===== src/rtl/vend_change_controller_pkg.sv =====
// ============================================================================
// Module  : vend_change_controller_pkg
// Brief   : Shared coin codes, coin values, credit ceiling and FSM states
// Revision: 1.0 - initial release
// ============================================================================
`default_nettype none

package vend_change_controller_pkg;

  localparam logic [1:0] COIN_1   = 2'b00;
  localparam logic [1:0] COIN_2   = 2'b01;
  localparam logic [1:0] COIN_5   = 2'b10;
  localparam logic [1:0] COIN_BAD = 2'b11;

  localparam logic [2:0] COIN_1_VAL = 3'd1;
  localparam logic [2:0] COIN_2_VAL = 3'd2;
  localparam logic [2:0] COIN_5_VAL = 3'd5;

  localparam int MAX_CREDIT = 15;

  typedef enum logic [1:0] {
    IDLE    = 2'd0,
    COLLECT = 2'd1,
    VEND    = 2'd2,
    CHANGE  = 2'd3
  } state_t;

  // Unit value of a coin code; the invalid code is worth nothing.
  function automatic logic [2:0] coin_value(input logic [1:0] code);
    case (code)
      COIN_1:  coin_value = COIN_1_VAL;
      COIN_2:  coin_value = COIN_2_VAL;
      COIN_5:  coin_value = COIN_5_VAL;
      default: coin_value = 3'd0;
    endcase
  endfunction

endpackage

`default_nettype wire


===== src/rtl/comparator_4bit.sv =====
// ============================================================================
// Module  : comparator_4bit
// Brief   : Unsigned 4-bit magnitude comparator, a_ge_b = (a >= b)
// Revision: 1.0 - initial release
// ============================================================================
`default_nettype none

module comparator_4bit (
  input  logic [3:0] a,
  input  logic [3:0] b,
  output logic       a_ge_b
);

  assign a_ge_b = (a >= b);

endmodule

`default_nettype wire


===== src/rtl/vend_change_controller.sv =====
// ============================================================================
// Module  : vend_change_controller
// Brief   : Credit accumulation, vend decision and coin-by-coin change return
// Revision: 1.0 - initial release
// ============================================================================
`default_nettype none

module vend_change_controller
  import vend_change_controller_pkg::*;
#(
  parameter int CREDIT_W   = 4,
  parameter int MAX_CREDIT = vend_change_controller_pkg::MAX_CREDIT
) (
  input  logic                clk,
  input  logic                rst,
  input  logic                coin_valid,
  input  logic [1:0]          coin_code,
  input  logic                sel_valid,
  input  logic [CREDIT_W-1:0] sel_price,
  input  logic                cancel,
  input  logic                change_ack,
  output logic [CREDIT_W-1:0] credit,
  output logic                coin_reject,
  output logic                vend,
  output logic                insufficient,
  output logic                change_valid,
  output logic [1:0]          change_code,
  output logic                busy
);

  state_t              r_state;
  state_t              w_state_nxt;
  logic [CREDIT_W-1:0] r_credit;
  logic [CREDIT_W-1:0] w_credit_nxt;
  logic                r_coin_reject;
  logic                r_vend;
  logic                r_insufficient;
  logic                w_reject_nxt;
  logic                w_vend_nxt;
  logic                w_insuf_nxt;

  logic                w_ge;
  logic [CREDIT_W:0]   w_sum;
  logic                w_coin_ok;
  logic [1:0]          w_greedy;
  logic [CREDIT_W-1:0] w_change_val;
  logic [CREDIT_W-1:0] w_change_rem;

  comparator_4bit u_cmp (
    .a      (r_credit),
    .b      (sel_price),
    .a_ge_b (w_ge)
  );

  // One extra bit on the sum so an overflowing coin is caught before it wraps.
  assign w_sum     = {1'b0, r_credit} + (CREDIT_W+1)'(coin_value(coin_code));
  assign w_coin_ok = (coin_code != COIN_BAD) && (w_sum <= (CREDIT_W+1)'(MAX_CREDIT));

  // Greedy coin depends only on the credit register, so it holds until an ack.
  assign w_greedy = (r_credit >= CREDIT_W'(COIN_5_VAL)) ? COIN_5 :
                    (r_credit >= CREDIT_W'(COIN_2_VAL)) ? COIN_2 : COIN_1;
  assign w_change_val = CREDIT_W'(coin_value(w_greedy));
  assign w_change_rem = r_credit - w_change_val;

  always_comb begin
    w_state_nxt  = r_state;
    w_credit_nxt = r_credit;
    w_reject_nxt = 1'b0;
    w_vend_nxt   = 1'b0;
    w_insuf_nxt  = 1'b0;
    case (r_state)
      IDLE, COLLECT: begin
        if (cancel) begin
          w_reject_nxt = coin_valid;
          if (r_state == COLLECT) w_state_nxt = CHANGE;
        end else if (sel_valid) begin
          w_reject_nxt = coin_valid;
          if (w_ge) begin
            w_credit_nxt = r_credit - sel_price;
            w_vend_nxt   = 1'b1;
            w_state_nxt  = VEND;
          end else begin
            w_insuf_nxt = 1'b1;
          end
        end else if (coin_valid) begin
          if (w_coin_ok) begin
            w_credit_nxt = w_sum[CREDIT_W-1:0];
            w_state_nxt  = COLLECT;
          end else begin
            w_reject_nxt = 1'b1;
          end
        end
      end
      VEND: begin
        w_reject_nxt = coin_valid;
        w_state_nxt  = (r_credit != '0) ? CHANGE : IDLE;
      end
      CHANGE: begin
        w_reject_nxt = coin_valid;
        if (change_ack) begin
          w_credit_nxt = w_change_rem;
          if (w_change_rem == '0) w_state_nxt = IDLE;
        end
      end
      default: w_state_nxt = IDLE;
    endcase
  end

  always_ff @(posedge clk or posedge rst) begin
    if (rst) begin
      r_state        <= IDLE;
      r_credit       <= '0;
      r_coin_reject  <= 1'b0;
      r_vend         <= 1'b0;
      r_insufficient <= 1'b0;
    end else begin
      r_state        <= w_state_nxt;
      r_credit       <= w_credit_nxt;
      r_coin_reject  <= w_reject_nxt;
      r_vend         <= w_vend_nxt;
      r_insufficient <= w_insuf_nxt;
    end
  end

  // Change outputs decode the state register, so reset clears them at once.
  assign change_valid = (r_state == CHANGE);
  assign change_code  = change_valid ? w_greedy : 2'b00;
  assign busy         = (r_state == VEND) || (r_state == CHANGE);
  assign credit       = r_credit;
  assign coin_reject  = r_coin_reject;
  assign vend         = r_vend;
  assign insufficient = r_insufficient;

endmodule

`default_nettype wire


===== config.mk =====
export PLATFORM = sky130hd
export DESIGN_NAME = vend_change_controller
export DESIGN_NICKNAME = d
export VERILOG_FILES = /design/src/rtl/vend_change_controller_pkg.sv /design/src/rtl/comparator_4bit.sv /design/src/rtl/vend_change_controller.sv
export SDC_FILE = /design/constraint.sdc
export NUM_CORES = 1
export LEC_CHECK = 0
export CAP_MARGIN = 15
export CORE_MARGIN = 5
export CORE_UTILIZATION = 35
export DETAILED_ROUTE_END_ITERATION = 10
export GPL_ROUTABILITY_DRIVEN = 1
export PLACE_DENSITY_LB_ADDON = 0.12
export SLEW_MARGIN = 40
export SYNTH_ARGS = -nofsm -noshare
export SYNTH_HDL_FRONTEND = slang
export SYNTH_SLANG_ARGS = --single-unit

===== constraint.sdc =====
create_clock -name clk -period 2.3 [get_ports clk]
set_clock_uncertainty 0.1 [all_clocks]
set_input_delay 0.46 -clock clk [delete_from_list [all_inputs] [get_ports clk]]
set_output_delay 0.46 -clock clk [all_outputs]
set_load 0.005 [all_outputs]

**After elaboration in Yosys (flattened, before gate mapping)**

Index checks and enable logic that the tools add are counted.

- Flip-flop bits (word level): 9
- Logic and storage cells: 77

- Muxes and demuxes: 35
- Reduce and logical (&&, ||, !) cells: 12
- $add $sub $neg: 3
- Eq/ne operators: 18
- Order comparisons: 4

Operators with widths:

| operator | number |
|---|---|
| 4-bit two-way mux | 6 |
| 2-bit two-way mux | 11 |
| 3-bit case mux with 3 select lines | 2 |
| 1-bit two-way mux | 13 |
| 6-bit AND reduction | 2 |
| 3-bit inequality test (second input constant) | 3 |
| 2-bit == test (second input constant) | 4 |
| 4-bit inequality test (second input constant) | 2 |
| 4-bit case mux with 2 select lines | 1 |
| 2-bit by 1-bit == test with 1-bit output (second input constant) | 3 |
| 2-bit logical NOT | 3 |
| 2-bit inequality test (second input constant) | 3 |
| 2-bit case mux with 3 select lines | 1 |
| 4-bit by 3-bit adder with 5-bit output | 1 |
| 5-bit by 4-bit <= comparator with 1-bit output (second input constant) | 1 |
| 4-bit by 2-bit >= comparator with 1-bit output (second input constant) | 1 |
| 4-bit by 3-bit >= comparator with 1-bit output (second input constant) | 1 |
| 4-bit >= comparator | 1 |
| 4-bit logical NOT | 1 |
| 4-bit by 3-bit inequality test with 1-bit output (second input constant) | 1 |
| 4-bit nonzero test | 1 |
| 2-bit OR reduction | 2 |
| 4-bit by 3-bit subtractor with 4-bit output | 1 |
| 4-bit subtractor | 1 |
| 6 further kinds | 6 |

**Logic depth before layout (Yosys ltp)**

- Depth in word-level cells: 10
- Gate-level depth with buffers: 9
- Mapped depth without buffers: 9

**Hierarchy**

From an unflattened synthesis, not the netlist that was laid out.

- Cell total of the unflattened synthesis: 117
- Area total of the unflattened synthesis: 1,009.7 um2

By module, submodules not included:

| module | area an instance (um2) | cells an instance | seq. area each (um2) | instances |
|---|---|---|---|---|
| vend_change_controller | 909.6 | 104 | 225.2 | 1 |
| comparator_4bit | 100.1 | 13 | 0.0 | 1 |

**Worst setup path before layout**

Ideal clock, no wire load.

- Path kind: flip-flop to flip-flop
- Start: reg r_credit[1], in the netlist credit[1]
- End: reg r_state[0]
- Data required time: 2,121 ps
- Period minus slack after synthesis: 2,621 ps
- Cell stages (with the launch flop): 10
- Buffers on the path: 0
- Data arrival time: 2,442 ps
- Setup slack: -321 ps
- Cell sequence: dfrtp_1 > or2_1 > a21oi_1 > o21ai_1 > ha_1 > fa_1 > xnor2_1 > o31ai_1 > nor3b_2 > mux2i_1

- Longest elaborated chain between the ends: 9
- Elaborated cells between the ends (all ways): 21

RTL lines:

| what | line | source |
|---|---|---|
| start: declaration | vend_change_controller.sv:33 | `logic [CREDIT_W-1:0] r_credit;` |
| start signal: assignment | vend_change_controller.sv:118 | `r_credit <= w_credit_nxt;` |
| 4-bit by 2-bit >= comparator with 1-bit output | vend_change_controller.sv:61 | `(r_credit >= CREDIT_W'(COIN_2_VAL)) ? COIN_2 : COIN_1;` |
| 1-bit two-way mux | vend_change_controller.sv:61 |  |
| 2-bit two-way mux | vend_change_controller.sv:60 | `assign w_greedy = (r_credit >= CREDIT_W'(COIN_5_VAL)) ? COIN_5 :` |
| 2-bit == test (tied with other cells) | vend_change_controller_pkg.sv:30 | `case (code)` |
| 3-bit case mux with 3 select lines | vend_change_controller_pkg.sv:30 |  |
| 4-bit by 3-bit subtractor with 4-bit output | vend_change_controller.sv:63 | `assign w_change_rem = r_credit - w_change_val;` |
| 4-bit logical NOT | vend_change_controller.sv:102 | `if (w_change_rem == '0) w_state_nxt = IDLE;` |
| 2-bit by 1-bit inequality test with 1-bit output (no source line) | -- |  |
| 6-bit AND reduction (no source line) | -- |  |
| end signal: assignment | vend_change_controller.sv:117 | `r_state <= w_state_nxt;` |
| end: declaration | vend_change_controller.sv:31 | `state_t r_state;` |

Parallel ways exist; a longest one is shown, timed or not.
A chain may end at the register's enable or synchronous reset.

**Worst setup path in the final report**

Same ends and word-level chain as after synthesis.

==> results_dict.tcl <==
set metrics [dict create \
    grt_max_degree 10 \
    dieArea_um2 3936 \
    drv_cap 0 \
    cts.sink_count 9 \
    h-tree-depth 1 \
    netlist-cell-type-count 43 \
    nFillCells 267 \
    grt_use_met3_pct 1.799 \
    setup_tns_ns -0.5587 \
    syn_area_um2 973.4 \
    wl_per_cell_um 14.04 \
    ctsHoldBuffers 0 \
    numCtsBuffers 3 \
    clock-root-buffer "clkbuf_4" \
    pin_count 23 \
    die_h_um 62.74 \
    critPathKind "register to register" \
    p_switching_mw 1.005 \
    yosysTopAreaCellShare_pct 23.14 \
    p_total_mw 2.359 \
    yosysWarnings 0 \
    final_net_count 184 \
    switching_share_pct 42.61 \
    worstMarginPinSlew_ns 0.3753 \
    grt_use_total_pct 14.51 \
    gr-usage-met2_pct 25.39 \
    place_ws_ns -0.4578 \
    die_w_um 62.74 \
    via_per_inst 5.153 \
    stdcell_count 189 \
    insertion_delay_ns 0.26 \
    max_freq_mhz 391.5 \
    antenna_found_initial 0 \
    dp_hpwl_mm 2.049 \
    tritoncts "yes" \
    port_buffers 22 \
    grt_pass1_wl_mm 4.788 \
    layout_min_cycle_time_ns 2.555 \
    diodes 0 \
    irDropWorstVdd_uv 1280 \
    antenna_left 0 \
    clockBufferDepth 2 \
    busiest_layer "met2" \
    crit_path_max_fanout 2 \
    first_global_vias 1049 \
    fin_crit_sh_pct 111.1 \
    critical_path_arrival_ns 2.64 \
    endpoint_kind "register" \
    cp_top_family "adder cells" \
    slowest_delay_ns 0.54 \
    post-route-drc-count 0 \
    violations "setup timing" \
    path_clk_slew_ns 0.07 \
    coreArea_um2 2710 \
    grtUsageMet1_pct 18.57 \
    hp-class "primary input to asynchronous set/reset pin" \
    yosysSeqAreaShare_pct 23.14 \
    areaGrowthSynthToFinish_pct 61.18 \
    cp.required_ns 2.38 \
    slew_viol_final 0 \
    drt_wl_total_mm 2.654 \
    p_int_mw 1.354 \
    rsz0062_at_grt "yes" \
    ys_ff_latch 9 \
    crit_chain "or2_4 -> a21oi_4 -> o21ai_2 -> ha_2 -> fa_2 -> nand3_2 -> o31ai_2 -> nor3b_2 -> mux2i_1" \
    path_buf_inv 0 \
    p_per_area_nw_per_um2 1504 \
    leakage_nw 0.7546 \
    clockPowerShare_pct 5.4 \
    final_util_pct 57.89 \
    firstDrtPassIters 4 \
    fp-row-count 19 \
    synth-main-ff-cell "dfrtp_1" \
    initial_utilization_pct 35.92 \
    avgSynthCellArea_um2 9.183 \
    synth_area_leaders "dfrtp_1, ha_1, fa_1, inv_1, xnor2_1" \
    layout-drive-gt1-share_pct 43.04 \
    crit_path_start_kind "register" \
    yosysTopAreaCell "dfrtp_1" \
    combPwrFrac_pct 83.0 \
    setup_viol 3 \
    syn_inst 106 \
    place_congestion 0.7917 \
    synth_nets 131 \
    slowest_stage "fa_2" \
    status "finished, violations left" \
    hold_viol 0 \
    setup_slack_ns -0.2546 \
    dp_cells 177 \
    slew_headroom_pct 74.95 \
    grt-ovfl-total 0 \
    num_vias 974 \
    synth-edff-count 0 \
    pwr-share-seq_pct 11.6 \
    async_flop_share_pct 100.0 \
    ys_top_cells_by_count "ha_1, inv_1, dfrtp_1" \
    drtIter0Drc 14 \
]
## stage by stage
stage	hold WS, ns	area [µm²]
floorplan	0.1879	999.7
global placement	0.4929	1394
CTS	0.3866	1484
global route	0.4273	1569
detailed placement	0.5093	1394
finish	0.3714	1569
## layer usage
| metal | vias up | wire [µm] |
|---|---|---|
| met5 | - | 0 |
| met1 | 467 | 1144 |
| met4 | 0 | 36 |
| li1 | 478 | - |
| met3 | 4 | 109 |
| met2 | 25 | 1364 |
## final timing paths
check                                        from                endpoint  slack [ns]  depth (start not counted)
min reg2reg                r_state[1]$_DFFE_PP0P_  insufficient$_DFF_PP0_        0.54                          2
max                         credit[1]$_DFFE_PP0P_  r_state[0]$_DFFE_PP0P_       -0.25                          9
max reg2reg                 credit[1]$_DFFE_PP0P_  r_state[0]$_DFFE_PP0P_       -0.25                          9
min                                           rst  r_state[1]$_DFFE_PP0P_        0.37                          2
max in group asynchronous                     rst   credit[1]$_DFFE_PP0P_        1.44                          2
min in group clk           r_state[1]$_DFFE_PP0P_  insufficient$_DFF_PP0_        0.54                          2
## state kept, by name (all words and copies together) (netlist names)
name / flops
coin_reject: 1
credit: 4
insufficient: 1
r_state: 2
vend: 1
## logic make-up (layout without fill, tap and decap cells)
kind of cell | Yosys count | in the layout | share of synthesized area, %
compound gates | 30 | 30 | 22.49
simple gates | 29 | 29 | 18.64
buf+inv | 15 | 67 | 7.327
fa+ha+maj | 13 | 13 | 19.02
flops | 9 | 9 | 23.14
xor+xnor | 7 | 7 | 6.298
mux | 3 | 3 | 3.085
## repair_timing
item | in CTS | in global routing
endpoints found under the setup margin | 7 | 6
gates cloned | 0 | 0
pin swaps | 9 | 4
setup buffers | 5 | 3
gates resized for setup | 11 | 15
## placed cells by master (no fill, tap or decap), types with 3 or more instances in the layout
cell type        netlist  final
ha_1                  10      6
mux2i_1                3      3
clkdlybuf4s50_1        0     17
buf_4                  0     29
xnor2_1                4      3
xor2_1                 3      3
a21oi_1                6      4
inv_1                 10      9
nand2_2                1      3
dfrtp_1                9      8
nor2_1                 6      4
nand2_1                7      5
o21ai_0                4      4
fa_2                   0      3
clkbuf_4               0      3
## power groups by stage
stage                     Sequential [mW]  Clock (mW)  Combinational (mW)
after global routing                0.281       0.138                2.17
after floorplan                     0.296           0               0.957
after CTS                           0.274       0.130                1.68
after detailed placement            0.269           0                1.59
after global placement              0.269           0                1.57
final                               0.273       0.128                1.96
## area by class of cell
class	count	area [µm²]	share of cell area, %
Inverter	11	41.29	2.632
Sequential cell	9	226.5	14.43
Clock buffer	4	26.28	1.675
Tap cell	31	38.79	2.472
Multi-Input combinational cell	82	784.5	50.00
Timing Repair Buffer	52	451.7	28.79
No activity file was read; power rests on OpenSTA's default activity.
